`src/rtl/bp_pkg.sv`:
```
// Shared definitions for the pattern feeder and its display-side counterpart:
// feeder FSM states, frame geometry, sample defaults and the preset glyphs.
package bp_pkg;

  localparam int NPIX = 9;
  localparam int IDX_W = 4;

  localparam logic [9:0] PIX_HI_DEF = 10'd1023;
  localparam logic [9:0] PIX_LO_DEF = 10'd0;

  localparam logic [NPIX-1:0] PAT_Z    = 9'b111_010_111;
  localparam logic [NPIX-1:0] PAT_V    = 9'b101_101_010;
  localparam logic [NPIX-1:0] PAT_N    = 9'b101_111_101;
  localparam logic [NPIX-1:0] PAT_DARK = 9'b000_000_000;

  typedef enum logic [1:0] {
    IDLE,
    SEND,
    WAIT
  } feed_state_t;

  function automatic logic [NPIX-1:0] preset_pattern(input logic [1:0] sel);
    case (sel)
      2'd0:    preset_pattern = PAT_Z;
      2'd1:    preset_pattern = PAT_V;
      2'd2:    preset_pattern = PAT_N;
      default: preset_pattern = PAT_DARK;
    endcase
  endfunction

endpackage

```
`src/rtl/key_debounce.sv`:
```
// Start-key conditioner: 2-FF synchronizer, stable-count debounce and a
// one-cycle pulse on the debounced press (stable 1->0).
module key_debounce #(
  parameter logic [19:0] DB_MAX = 20'd999999
) (
  input  logic clk,
  input  logic rst_n,
  input  logic key_n,
  output logic start_pulse
);

  logic        sync_q1;
  logic        sync_q2;
  logic        stable_q;
  logic [19:0] cnt_q;

  // Debounce state resets to the released (high) key level so no press is implied.
  always_ff @(posedge clk) begin
    if (!rst_n) begin
      sync_q1     <= 1'b1;
      sync_q2     <= 1'b1;
      stable_q    <= 1'b1;
      cnt_q       <= '0;
      start_pulse <= 1'b0;
    end else begin
      sync_q1     <= key_n;
      sync_q2     <= sync_q1;
      start_pulse <= 1'b0;
      if (sync_q2 != stable_q) begin
        if (cnt_q == DB_MAX) begin
          stable_q    <= sync_q2;
          cnt_q       <= '0;
          start_pulse <= stable_q;
        end else begin
          cnt_q <= cnt_q + 20'd1;
        end
      end else begin
        cnt_q <= '0;
      end
    end
  end

endmodule

```
`src/rtl/pattern_feeder.sv`:
```
// Captures a 3x3 switch pattern on a debounced start press and streams it as
// fixed-point samples with a valid/ready handshake. Optional: PRESET_PATTERN_EN.
module pattern_feeder
  import bp_pkg::*;
#(
  parameter int                DATA_W = 10,
  parameter logic [DATA_W-1:0] PIX_HI = PIX_HI_DEF,
  parameter logic [DATA_W-1:0] PIX_LO = PIX_LO_DEF,
  parameter logic [19:0]       DB_MAX = 20'd999999
) (
  input  logic              clk,
  input  logic              rst_n,
  input  logic [NPIX-1:0]   sw,
  input  logic              key_start,
  output logic [DATA_W-1:0] pix_data,
  output logic              pix_valid,
  input  logic              pix_ready,
  output logic              pix_last,
  input  logic              frame_done,
  output logic              busy
);

  localparam logic [IDX_W-1:0] LAST_IDX = IDX_W'(NPIX - 1);

  feed_state_t       state_q, state_d;
  logic [IDX_W-1:0]  idx_q, idx_d;
  logic [IDX_W-1:0]  idx_inc;
  logic [NPIX-1:0]   shadow_q, shadow_d;
  logic [NPIX-1:0]   capture_pat;
  logic [DATA_W-1:0] data_d;
  logic              valid_d, last_d, busy_d;
  logic              start_pulse;

  key_debounce #(.DB_MAX(DB_MAX)) u_key_debounce (
    .clk        (clk),
    .rst_n      (rst_n),
    .key_n      (key_start),
    .start_pulse(start_pulse)
  );

`ifdef PRESET_PATTERN_EN
  assign capture_pat = sw[8] ? preset_pattern(sw[1:0]) : sw;
`else
  assign capture_pat = sw;
`endif

  // Row-major: index 0 is the top-left pixel, held in the MSB.
  function automatic logic [DATA_W-1:0] pix_sample(input logic [NPIX-1:0] pat,
                                                   input logic [IDX_W-1:0] i);
    pix_sample = pat[LAST_IDX - i] ? PIX_HI : PIX_LO;
  endfunction

  assign idx_inc = idx_q + 4'd1;

  always_comb begin
    state_d  = state_q;
    idx_d    = idx_q;
    shadow_d = shadow_q;
    data_d   = pix_data;
    valid_d  = pix_valid;
    last_d   = pix_last;
    busy_d   = busy;
    case (state_q)
      IDLE: begin
        if (start_pulse) begin
          shadow_d = capture_pat;
          idx_d    = '0;
          busy_d   = 1'b1;
          valid_d  = 1'b1;
          data_d   = pix_sample(capture_pat, '0);
          last_d   = (LAST_IDX == '0);
          state_d  = SEND;
        end
      end
      SEND: begin
        if (pix_valid && pix_ready) begin
          if (idx_q == LAST_IDX) begin
            valid_d = 1'b0;
            last_d  = 1'b0;
            state_d = WAIT;
          end else begin
            idx_d  = idx_inc;
            data_d = pix_sample(shadow_q, idx_inc);
            last_d = (idx_inc == LAST_IDX);
          end
        end
      end
      WAIT: begin
        if (frame_done) begin
          busy_d  = 1'b0;
          state_d = IDLE;
        end
      end
      default: state_d = IDLE;
    endcase
  end

  always_ff @(posedge clk) begin
    if (!rst_n) begin
      state_q   <= IDLE;
      idx_q     <= '0;
      shadow_q  <= '0;
      pix_data  <= '0;
      pix_valid <= 1'b0;
      pix_last  <= 1'b0;
      busy      <= 1'b0;
    end else begin
      state_q   <= state_d;
      idx_q     <= idx_d;
      shadow_q  <= shadow_d;
      pix_data  <= data_d;
      pix_valid <= valid_d;
      pix_last  <= last_d;
      busy      <= busy_d;
    end
  end

endmodule

```
`config.mk`:
```
export PLATFORM = sky130hd
export DESIGN_NAME = pattern_feeder
export DESIGN_NICKNAME = d
export VERILOG_FILES = /design/src/rtl/bp_pkg.sv /design/src/rtl/key_debounce.sv /design/src/rtl/pattern_feeder.sv
export SDC_FILE = /design/constraint.sdc
export NUM_CORES = 1
export LEC_CHECK = 0
export CAP_MARGIN = 20
export CORE_MARGIN = 5
export CORE_UTILIZATION = 59
export CTS_CLUSTER_SIZE = 28
export DETAILED_ROUTE_END_ITERATION = 10
export PLACE_DENSITY = 0.92
export SLEW_MARGIN = 25
export SYNTH_ARGS = -nofsm -noshare
export SYNTH_HDL_FRONTEND = slang
export SYNTH_HIERARCHICAL = 1
export SYNTH_SLANG_ARGS = --single-unit
```
`constraint.sdc`:
```
create_clock -name clk -period 6.2 [get_ports clk]
set_clock_uncertainty 0.15 [all_clocks]
set_input_delay 0.62 -clock clk [delete_from_list [all_inputs] [get_ports clk]]
set_output_delay 0.62 -clock clk [all_outputs]
set_load 0.05 [all_outputs]
```
-- Yosys cells after proc, flatten, opt, wreduce, memory -nomap -nowiden
Index checks and enable logic that the tools add are counted.
W data, S select, Z words.
- flip-flop bits (word level): 52
- input port bits: 14
- logic and storage cells: 69
- bitwise logic cells: 2
- $add $sub $neg: 3
- mux-type cells: 27
- equality and inequality tests: 11
- reduce and logical (&&, ||, !) cells: 13
- order comparisons: 1
- operators with widths (cell ; number):
    $mux W10 ; 5
    $add A20 B1 Y20 const B ; 1
    $eq A20 B20 Y1 const B ; 1
    $pmux W10 S2 ; 1
    $mux W4 ; 3
    $reduce_and A4 Y1 ; 3
    $reduce_and A3 Y1 ; 3
    $eq A4 B4 Y1 const B ; 2
    $mux W1 ; 8
    $mux W2 ; 4
    $ne A2 B2 Y1 const B ; 4
    $pmux W4 S2 ; 1
    $pmux W1 S2 ; 3
    $pmux W2 S3 ; 1
    $lt A4 B5 Y1 const B ; 1
    $add A4 B1 Y4 const B ; 1
    $bmux W1 S4 ; 1
    $reduce_and A2 Y1 ; 2
    $reduce_bool A2 Y1 ; 2
    $sub A4 B4 Y4 const A ; 1
    $reduce_or A3 Y1 ; 1
    $eq A2 B1 Y1 const B ; 1
    $eq A2 B2 Y1 const B ; 1
    $logic_not A2 Y1 ; 1
    other kinds (4) ; 5

-- Logic depth before layout (Yosys ltp)
Gate-level depths: netlist of run 1.
- depth in word-level cells: 8
- gate-level depth with buffers: 9

-- Hierarchy
Netlist of run 1, hierarchy kept.
- by module, submodules not included (module ; area an instance (um^2) ; instances ; cells an instance ; sequential area each (um^2)):
    pattern_feeder ; 1187.4 ; 1 ; 133 ; 380.4
    key_debounce ; 1059.8 ; 1 ; 121 ; 480.5

-- Worst setup path before layout of run 1
Ideal clock, no wire load.
- path kind: reg-to-reg
- from: register idx_q[0]
- to: register pix_data[8]
- data required time: 5928 ps
- clock period less this slack: 2142 ps
- setup time: 122 ps
- data arrival time: 1870 ps
- cell stages (with the launch flop): 9
- slack: 4058 ps
- cells stage by stage: dfxtp_1 > clkbuf_2 > inv_1 > ha_1 > buf_6 > mux4_2 > nand2_1 > a2bb2oi_1 > o311a_1
- cells in the longest elaborated chain, start to end: 8
- RTL lines (what ; RTL line ; text):
    start, declared ; pattern_feeder.sv:26 ; logic [IDX_W-1:0] idx_q, idx_d;
    start signal, assigned ; pattern_feeder.sv:109 ; idx_q <= idx_d;
    $add A4 B1 Y4 ; pattern_feeder.sv:53 ; assign idx_inc = idx_q + 4'd1;
    $sub A4 B4 Y4 ; pattern_feeder.sv:50 ; pix_sample = pat[LAST_IDX - i] ? PIX_HI : PIX_LO;
    $bmux W1 S4 ; pattern_feeder.sv:50 ;
    $mux W1 (not written as such) ; pattern_feeder.sv:50 ;
    $mux W10 ; pattern_feeder.sv:50 ;
    $mux W10 ; pattern_feeder.sv:77 ; if (idx_q == LAST_IDX) begin
    $mux W10 ; pattern_feeder.sv:76 ; if (pix_valid && pix_ready) begin
    $pmux W10 S2 ; pattern_feeder.sv:63 ; case (state_q)
    end signal, assigned ; pattern_feeder.sv:111 ; pix_data <= data_d;
    end, declared ; pattern_feeder.sv:15 ; output logic [DATA_W-1:0] pix_data,
Several ways; a longest one is shown, not always the timed one. The select of a mux whose other input is x is not followed.
A chain may end at the register's enable or synchronous reset.

-- Worst setup path after layout of run 1
Same ends and word-level chain as after synthesis.

==> results of run 1 <==
[power by group]
group          total [uW]  internal (uW)  switching [uW]  leakage [uW]
sequential            277            277           0.520      0.000347
clock                 190            102            88.4     0.0000515
combinational        14.2           9.20            5.05      0.000368
[synthesized netlist by cell type, types with 2 or more instances]
cell / number
a211oi_1: 2
a21oi_1: 10
and2_1: 3
buf_2: 5
buf_4: 10
buf_6: 2
clkbuf_1: 4
dfxtp_1: 43
ha_1: 3
inv_1: 12
mux2_2: 2
mux2i_1: 9
nand2_1: 16
nand2b_1: 2
nand3_1: 10
nand4_1: 4
nand4_2: 2
nand4b_1: 2
nor2_1: 23
nor2b_1: 12
nor3_1: 6
nor3b_1: 3
nor4_1: 5
nor4b_1: 2
o211ai_1: 2
o21a_1: 4
o21ai_0: 7
o221ai_1: 2
or3_1: 3
xnor2_1: 13
xor2_1: 5
[worst max-delay path: stages (launching register included)]
cell and delay, ns:
dfxtp_1 0.49, inv_1 0.16, ha_1 0.22, and3b_4 0.18
a221oi_2 0.66, nand2_1 0.15, o311a_1 0.38
[cell families (layout without fill, tap and decap cells)]
family          count (synthesis)  count (layout)
xor+xnor                       18              18
simple gates                  107             107
mux                            12              12
fa+ha+maj                       3               3
compound gates                 37              37
flops                          43              43
buf+inv                        34              46
[metal layers]
metal / part of all wire (%) / global-route usage [%] / wire length [um]
met3: 5.2 / 4.909 / 215
met5: 0 / 0 / 0
met2: 47 / 26.12 / 1947
met1: 47 / 22.06 / 1941
met4: 1.5 / 5.846 / 61
[worst max path at each step]
stage,startpoint,end,slack (ns),depth (start not counted)
3_3_place_gp,pix_ready,pix_data[8],3.54,5
5_1_grt,idx_q[0],pix_data[8],3.51,6
2_1_floorplan,idx_q[0],pix_data[8],4.06,8
6_report,idx_q[0],pix_data[8],3.69,6
4_1_cts,idx_q[0],pix_data[8],3.72,6
3_5_place_dp,pix_ready,pix_data[8],3.48,5
[cell type report]
class | instances | share of cell area [%]
multi-input combinational | 177 | 47.47
inverter | 12 | 1.784
timing repair buffer | 26 | 10.31
sequential | 43 | 34.09
clock buffer | 8 | 3.964
tap | 48 | 2.379
[cells in the final DEF (no fill, tap or decap), types with 3 or more instances in the layout]
master / synthesis / routed
a21oi_1: 10 / 10
and2_1: 3 / 3
clkbuf_8: 0 / 7
clkdlybuf4s50_1: 0 / 26
dfxtp_1: 43 / 43
ha_1: 3 / 3
inv_1: 12 / 12
mux2i_1: 9 / 9
nand2_1: 16 / 16
nand3_1: 10 / 10
nand4_1: 4 / 4
nor2_1: 23 / 23
nor2b_1: 12 / 12
nor3_1: 6 / 6
nor3b_1: 3 / 3
nor4_1: 5 / 5
o21a_1: 4 / 4
o21ai_0: 7 / 7
or3_1: 3 / 3
xnor2_1: 13 / 13
xor2_1: 5 / 5
[state kept, by name, indices dropped and copies added, names as in the netlist]
name / count
pix_valid: 1
pix_last: 1
idx_q: 4
pix_data: 1
u_key_debounce/cnt_q: 20
u_key_debounce/sync_q1: 1
shadow_q: 9
u_key_debounce/stable_q: 1
state_q: 2
u_key_debounce/sync_q2: 1
busy: 1
u_key_debounce/start_pulse: 1
[per-stage QoR]
stage          cell area (um2)  total power [uW]
2_1_floorplan             2247             288.2
3_3_place_gp              2425             297.7
3_5_place_dp              2425             298.0
4_1_cts                   2525             487.4
5_1_grt                   2525             500.9
6_report                  2525             481.5
==> summary.md, run 1 <==
| Metric | Value |
|---|---|
| Status | `complete, no violations` |
| Yosys warning count | `6` |
| Postcts setup bufs | `0` |
| Clock sinks | `43` |
| Synth area leaders | `dfxtp_1 (38%), xnor2_1 (5.1%), mux2i_1 (4.0%), nor2_1 (3.8%), buf_4 (3.3%)` |
| Pin count of the biggest net entering global routing | `25` |
| Hold Crit Class | `reg -> reg` |
| Sequential area share after synthesis | `38.31%` |
| Setup-failing EPs final | `0` |
| Synth Register Bits | `43` |
| Final core utilization | `68.45%` |
| RSZ-0062 raised after global routing | `no` |
| Top-area cell type share of the netlist area | `38.31%` |
| CP Class | `reg -> reg` |
| Final worst slack | `3.691 ns` |
| Slew Limit Fails | `0` |
| Worst Path Arrival | `2.54 ns` |
| Chip height | `71.72 um` |
| Adder-Cell Fraction of Synth Area | `1.670%` |
| Footprint of the multi-input gates | `1199 um2` |
| Vias in the first global route | `1559` |
| Vias | `1756` |
| Placer Congestion | `0.8618` |
| Total gr overflow | `0` |
| Hold Path Sink | `u_key_debounce/sync_q2` |
| NumNets Final | `282` |
| Die area | `5143 um2` |
| Hold Crit Start | `u_key_debounce/sync_q1` |
| Peak supply drop | `0.0001325 V` |
| Layout cells sized above 1 | `9.398%` |
| Die Wd | `71.72 um` |
| CP Launch Type | `flip-flop` |
| Compound-Gate Fraction of Synth Area | `11.25%` |
| ANT nets after route | `0` |
| Longest Clk Path Bufs | `2` |
| Worst reg2reg path depth | `6` |
| Synth Instances | `254` |
| Multiplexer area fraction after synthesis | `6.013%` |
| Period minus WS final | `2.509 ns` |
| Main synth FF type | `dfxtp_1` |
| Resized Gates After CTS | `0` |
| Layout fillers | `285` |
| Gr usage total | `16.76%` |
| Hold_buf cts | `0` |
| PD cells | `190.7 nW/um2` |
| CTS Buf Count | `5` |
| Post-DP HPWL | `2862 um` |
| Htree depth | `2` |
| Drt drc | `0` |
| Mapped Area | `2247 um2` |
| FFs w/ async S/R, synth | `0%` |
| Clock latency on the worst-skew pair | `0.29 ns` |
| First-pass GRT wire length | `7003 um` |
| Worst Setup End Kind | `flip-flop` |
| R2R Setup Slk | `3.69 ns` |
| Critical Path RT | `6.23 ns` |
| Main combinational cell family by area after synthesis | `simple AND/OR/NAND/NOR gates` |
| Post-placement worst setup slack | `3.476 ns` |
| WL/cell | `13.26 um` |
| Final hold vios | `0` |
| Slew HR | `49.17%` |
| Syn_area_per_cell | `8.847 um2` |
| Clk slew on worst S/H paths | `0.08 ns` |
| Sequential cell area | `860.8 um2` |
| RR Endpoint | `pix_data[8]` |
| Finished Layout Cells | `314` |
| Starting Density | `60.92%` |
| Fmax | `398.6 MHz` |
| EDFF count, synth | `0` |
| Reg-to-Reg Start | `idx_q[0]` |
| Syn_nets | `271` |
| Initial DRC count | `92` |
| Dominant cell type by area after synthesis | `dfxtp_1` |
| Critical-path maximum fanout | `11` |
| Hold_ws | `0.2995 ns` |
| Final worst-path cycle share | `40.46%` |
| Core area | `3689 um2` |
| Total of max-cap violations | `0` |
| Dpl cells | `306` |
| Final wirelength | `4165 um` |
| I/O Buffers | `26` |
| Cell Rows | `22` |
| Synthesis-to-layout area growth | `12.36%` |
| Antenna violations before repair | `0` |
| DR pass1 iterations | `4` |
| CTS tree | `yes` |
| Hold depth | `1` |
| P_leak | `0.0007665 uW` |
| Setup TNS Final | `0 ns` |
| DR vias/cell | `5.592` |
| Count of different cell masters after synthesis | `57` |
| Slew @ Worst Pin | `0.7601 ns` |
| CTS root buffer | `clkbuf_8` |
| Diode count | `0` |
| Xor/xnor share of the synthesized area | `7.016%` |
| Simple-gate share of the synthesized area | `27.39%` |
| Io pins | `27` |
No activity file was read; power rests on OpenSTA's default activity.
==> inputs of run 2 (changes only) <==
--- a/config.mk
+++ b/config.mk
@@ -7,10 +7,10 @@
 export LEC_CHECK = 0
 export CAP_MARGIN = 20
 export CORE_MARGIN = 5
-export CORE_UTILIZATION = 59
+export CORE_UTILIZATION = 50
 export CTS_CLUSTER_SIZE = 28
 export DETAILED_ROUTE_END_ITERATION = 10
-export PLACE_DENSITY = 0.92
+export PLACE_DENSITY = 0.84
 export SLEW_MARGIN = 25
 export SYNTH_ARGS = -nofsm -noshare
 export SYNTH_HDL_FRONTEND = slang
==> constraint.sdc (replaced) <==
create_clock -name clk -period 2.2 [get_ports clk]
set_clock_uncertainty 0.15 [all_clocks]
set_input_delay 0.22 -clock clk [delete_from_list [all_inputs] [get_ports clk]]
set_output_delay 0.22 -clock clk [all_outputs]
set_load 0.05 [all_outputs]
==> summary.md, run 2 (synthesized netlist as in run 1, its figures left out) <==
| Metric | Value |
|---|---|
| Status | `complete, no violations` |
| CP Launch Type | `flip-flop` |
| Setup-failing EPs final | `0` |
| I/O Buffers | `26` |
| Vias | `1782` |
| Max reg flops | `20` |
| Critical Path RT | `1.83 ns` |
| Initial DRC count | `119` |
| DR pass1 iterations | `4` |
| Fmax | `484.3 MHz` |
| WL/cell | `12.58 um` |
| Setup TNS Final | `0 ns` |
| Commonest cells after routing, fill and taps aside | `dfxtp_1 (43), clkdlybuf4s50_1 (26), nor2_1 (23)` |
| Io pins | `27` |
| Htree depth | `2` |
| Drt drc | `0` |
| Critical-path maximum fanout | `11` |
| First-pass GRT wire length | `7196 um` |
| Worst Path Arrival | `1.69 ns` |
| Starting Density | `51.61%` |
| Combinational fraction of design power | `3.0%` |
| Longest Clk Path Bufs | `2` |
| Postcts setup bufs | `0` |
| Clock latency on the worst-skew pair | `0.29 ns` |
| Dpl cells | `319` |
| PD cells | `527.0 nW/um2` |
| Slew @ Worst Pin | `0.5096 ns` |
| Most frequent standard cell in the layout excluding fill and tap cells | `dfxtp_1` |
| CTS tree | `yes` |
| Slew Limit Fails | `0` |
| Internal power | `1093 uW` |
| Final worst-path cycle share | `93.86%` |
| Die Wd | `77.04 um` |
| Biggest regs | `u_key_debounce/cnt_q: 20 flops, shadow_q: 9 flops, idx_q: 4 flops` |
| Worst path cell trace | `clkdlybuf4s50_1` |
| Synthesis-to-layout area growth | `15.87%` |
| Clock Power Share | `40.1%` |
| Placer Congestion | `0.8427` |
| Slowest Stage Delay on Critical Path | `0.88 ns` |
| Hold Crit Class | `reg -> reg` |
| P_leak | `0.0008105 uW` |
| Diode count | `0` |
| Clk slew on worst S/H paths | `0.08 ns` |
| Slew HR | `65.92%` |
| Top reg by flops | `u_key_debounce/cnt_q` |
| Final wirelength | `4113 um` |
| CTS Buf Count | `5` |
| Reg power frac | `56.9%` |
| Antenna violations before repair | `0` |
| CP Class | `reg -> out` |
| Layout cells sized above 1 | `13.09%` |
| Core area | `4354 um2` |
| Worst Setup End Kind | `primary output` |
| Pin count of the biggest net entering global routing | `24` |
| NumNets Final | `291` |
| Slowest cell on crit path | `clkdlybuf4s50_1` |
| Cell Rows | `24` |
| Period minus WS final | `2.065 ns` |
| CTS root buffer | `clkbuf_8` |
| Clock sinks | `43` |
| DR vias/cell | `5.450` |
| Total of max-cap violations | `0` |
| Total gr overflow | `0` |
| Gr usage total | `14.29%` |
| Post-DP HPWL | `3005 um` |
| Die area | `5935 um2` |
| Peak supply drop | `0.0002431 V` |
| Net switching power | `279.6 uW` |
| Chip height | `77.04 um` |
| Crit path max-delay family | `buffers and inverters` |
| RSZ-0062 raised after global routing | `no` |
| Switch share | `20.38%` |
| Worst path bufs/invs | `1` |
| Finished Layout Cells | `327` |
| Final hold vios | `0` |
| Hold_buf cts | `0` |
| Vias in the first global route | `1639` |
| ANT nets after route | `0` |
## run 2: layout make-up
| class | count | area, um2 |
|---|---|---|
| clock buffers | 7 | 96.34 |
| well taps | 52 | 65.06 |
| flip-flops and latches | 43 | 860.8 |
| inverters | 12 | 45.04 |
| clock inverters | 1 | 7.507 |
| multi-input cells | 177 | 1201 |
| fillers | 374 | 1750 |
| repair buffers | 35 | 327.8 |
## run 2: power groups by stage
stage               registers, uW  clock network, uW  logic [uW]
CTS                           781                571        42.1
global placement              799                  0        42.0
detailed placement            799                  0        42.2
finish                        781                550        41.4
global route                  782                608        45.4
floorplan                     799                  0        13.0
## run 2: final timing paths
kind         slack, ns                   start                      to  depth (start not counted)
max               0.14             pix_data[8]             pix_data[3]                          1
min               0.28  u_key_debounce/sync_q1  u_key_debounce/sync_q2                          1
max reg2reg       0.17                idx_q[1]             pix_data[8]                          6
min reg2reg       0.28  u_key_debounce/sync_q1  u_key_debounce/sync_q2                          1
## run 2: through the flow
step	hold slack (ns)	setup slack (ns)	cell area (um2)	util [%]	total power, uW
2_1_floorplan	0.1430	0.05835	2247	-	812.2
3_3_place_gp	0.2470	0.2069	2497	57.36	841.4
3_5_place_dp	0.2574	0.1609	2497	57.36	841.7
4_1_cts	0.2750	0.1141	2601	59.74	1394
5_1_grt	0.3065	0.03634	2604	59.80	1435
6_report	0.2774	0.1350	2604	59.80	1372
## run 2: repair_timing
item,4_1_cts,5_1_grt
endpoints found under the hold margin,0,0
endpoints found under the setup margin,0,1
gates resized for setup,0,1
## run 2: routing by layer
metal  vias to the layer above  track usage [%]  part of all wire, %
li1                        910                -                    -
met1                       828            17.92                   46
met2                        37            22.92                   46
met3                         7            4.567                  6.5
met4                         0            5.155                  1.2
met5                         -                0                    0
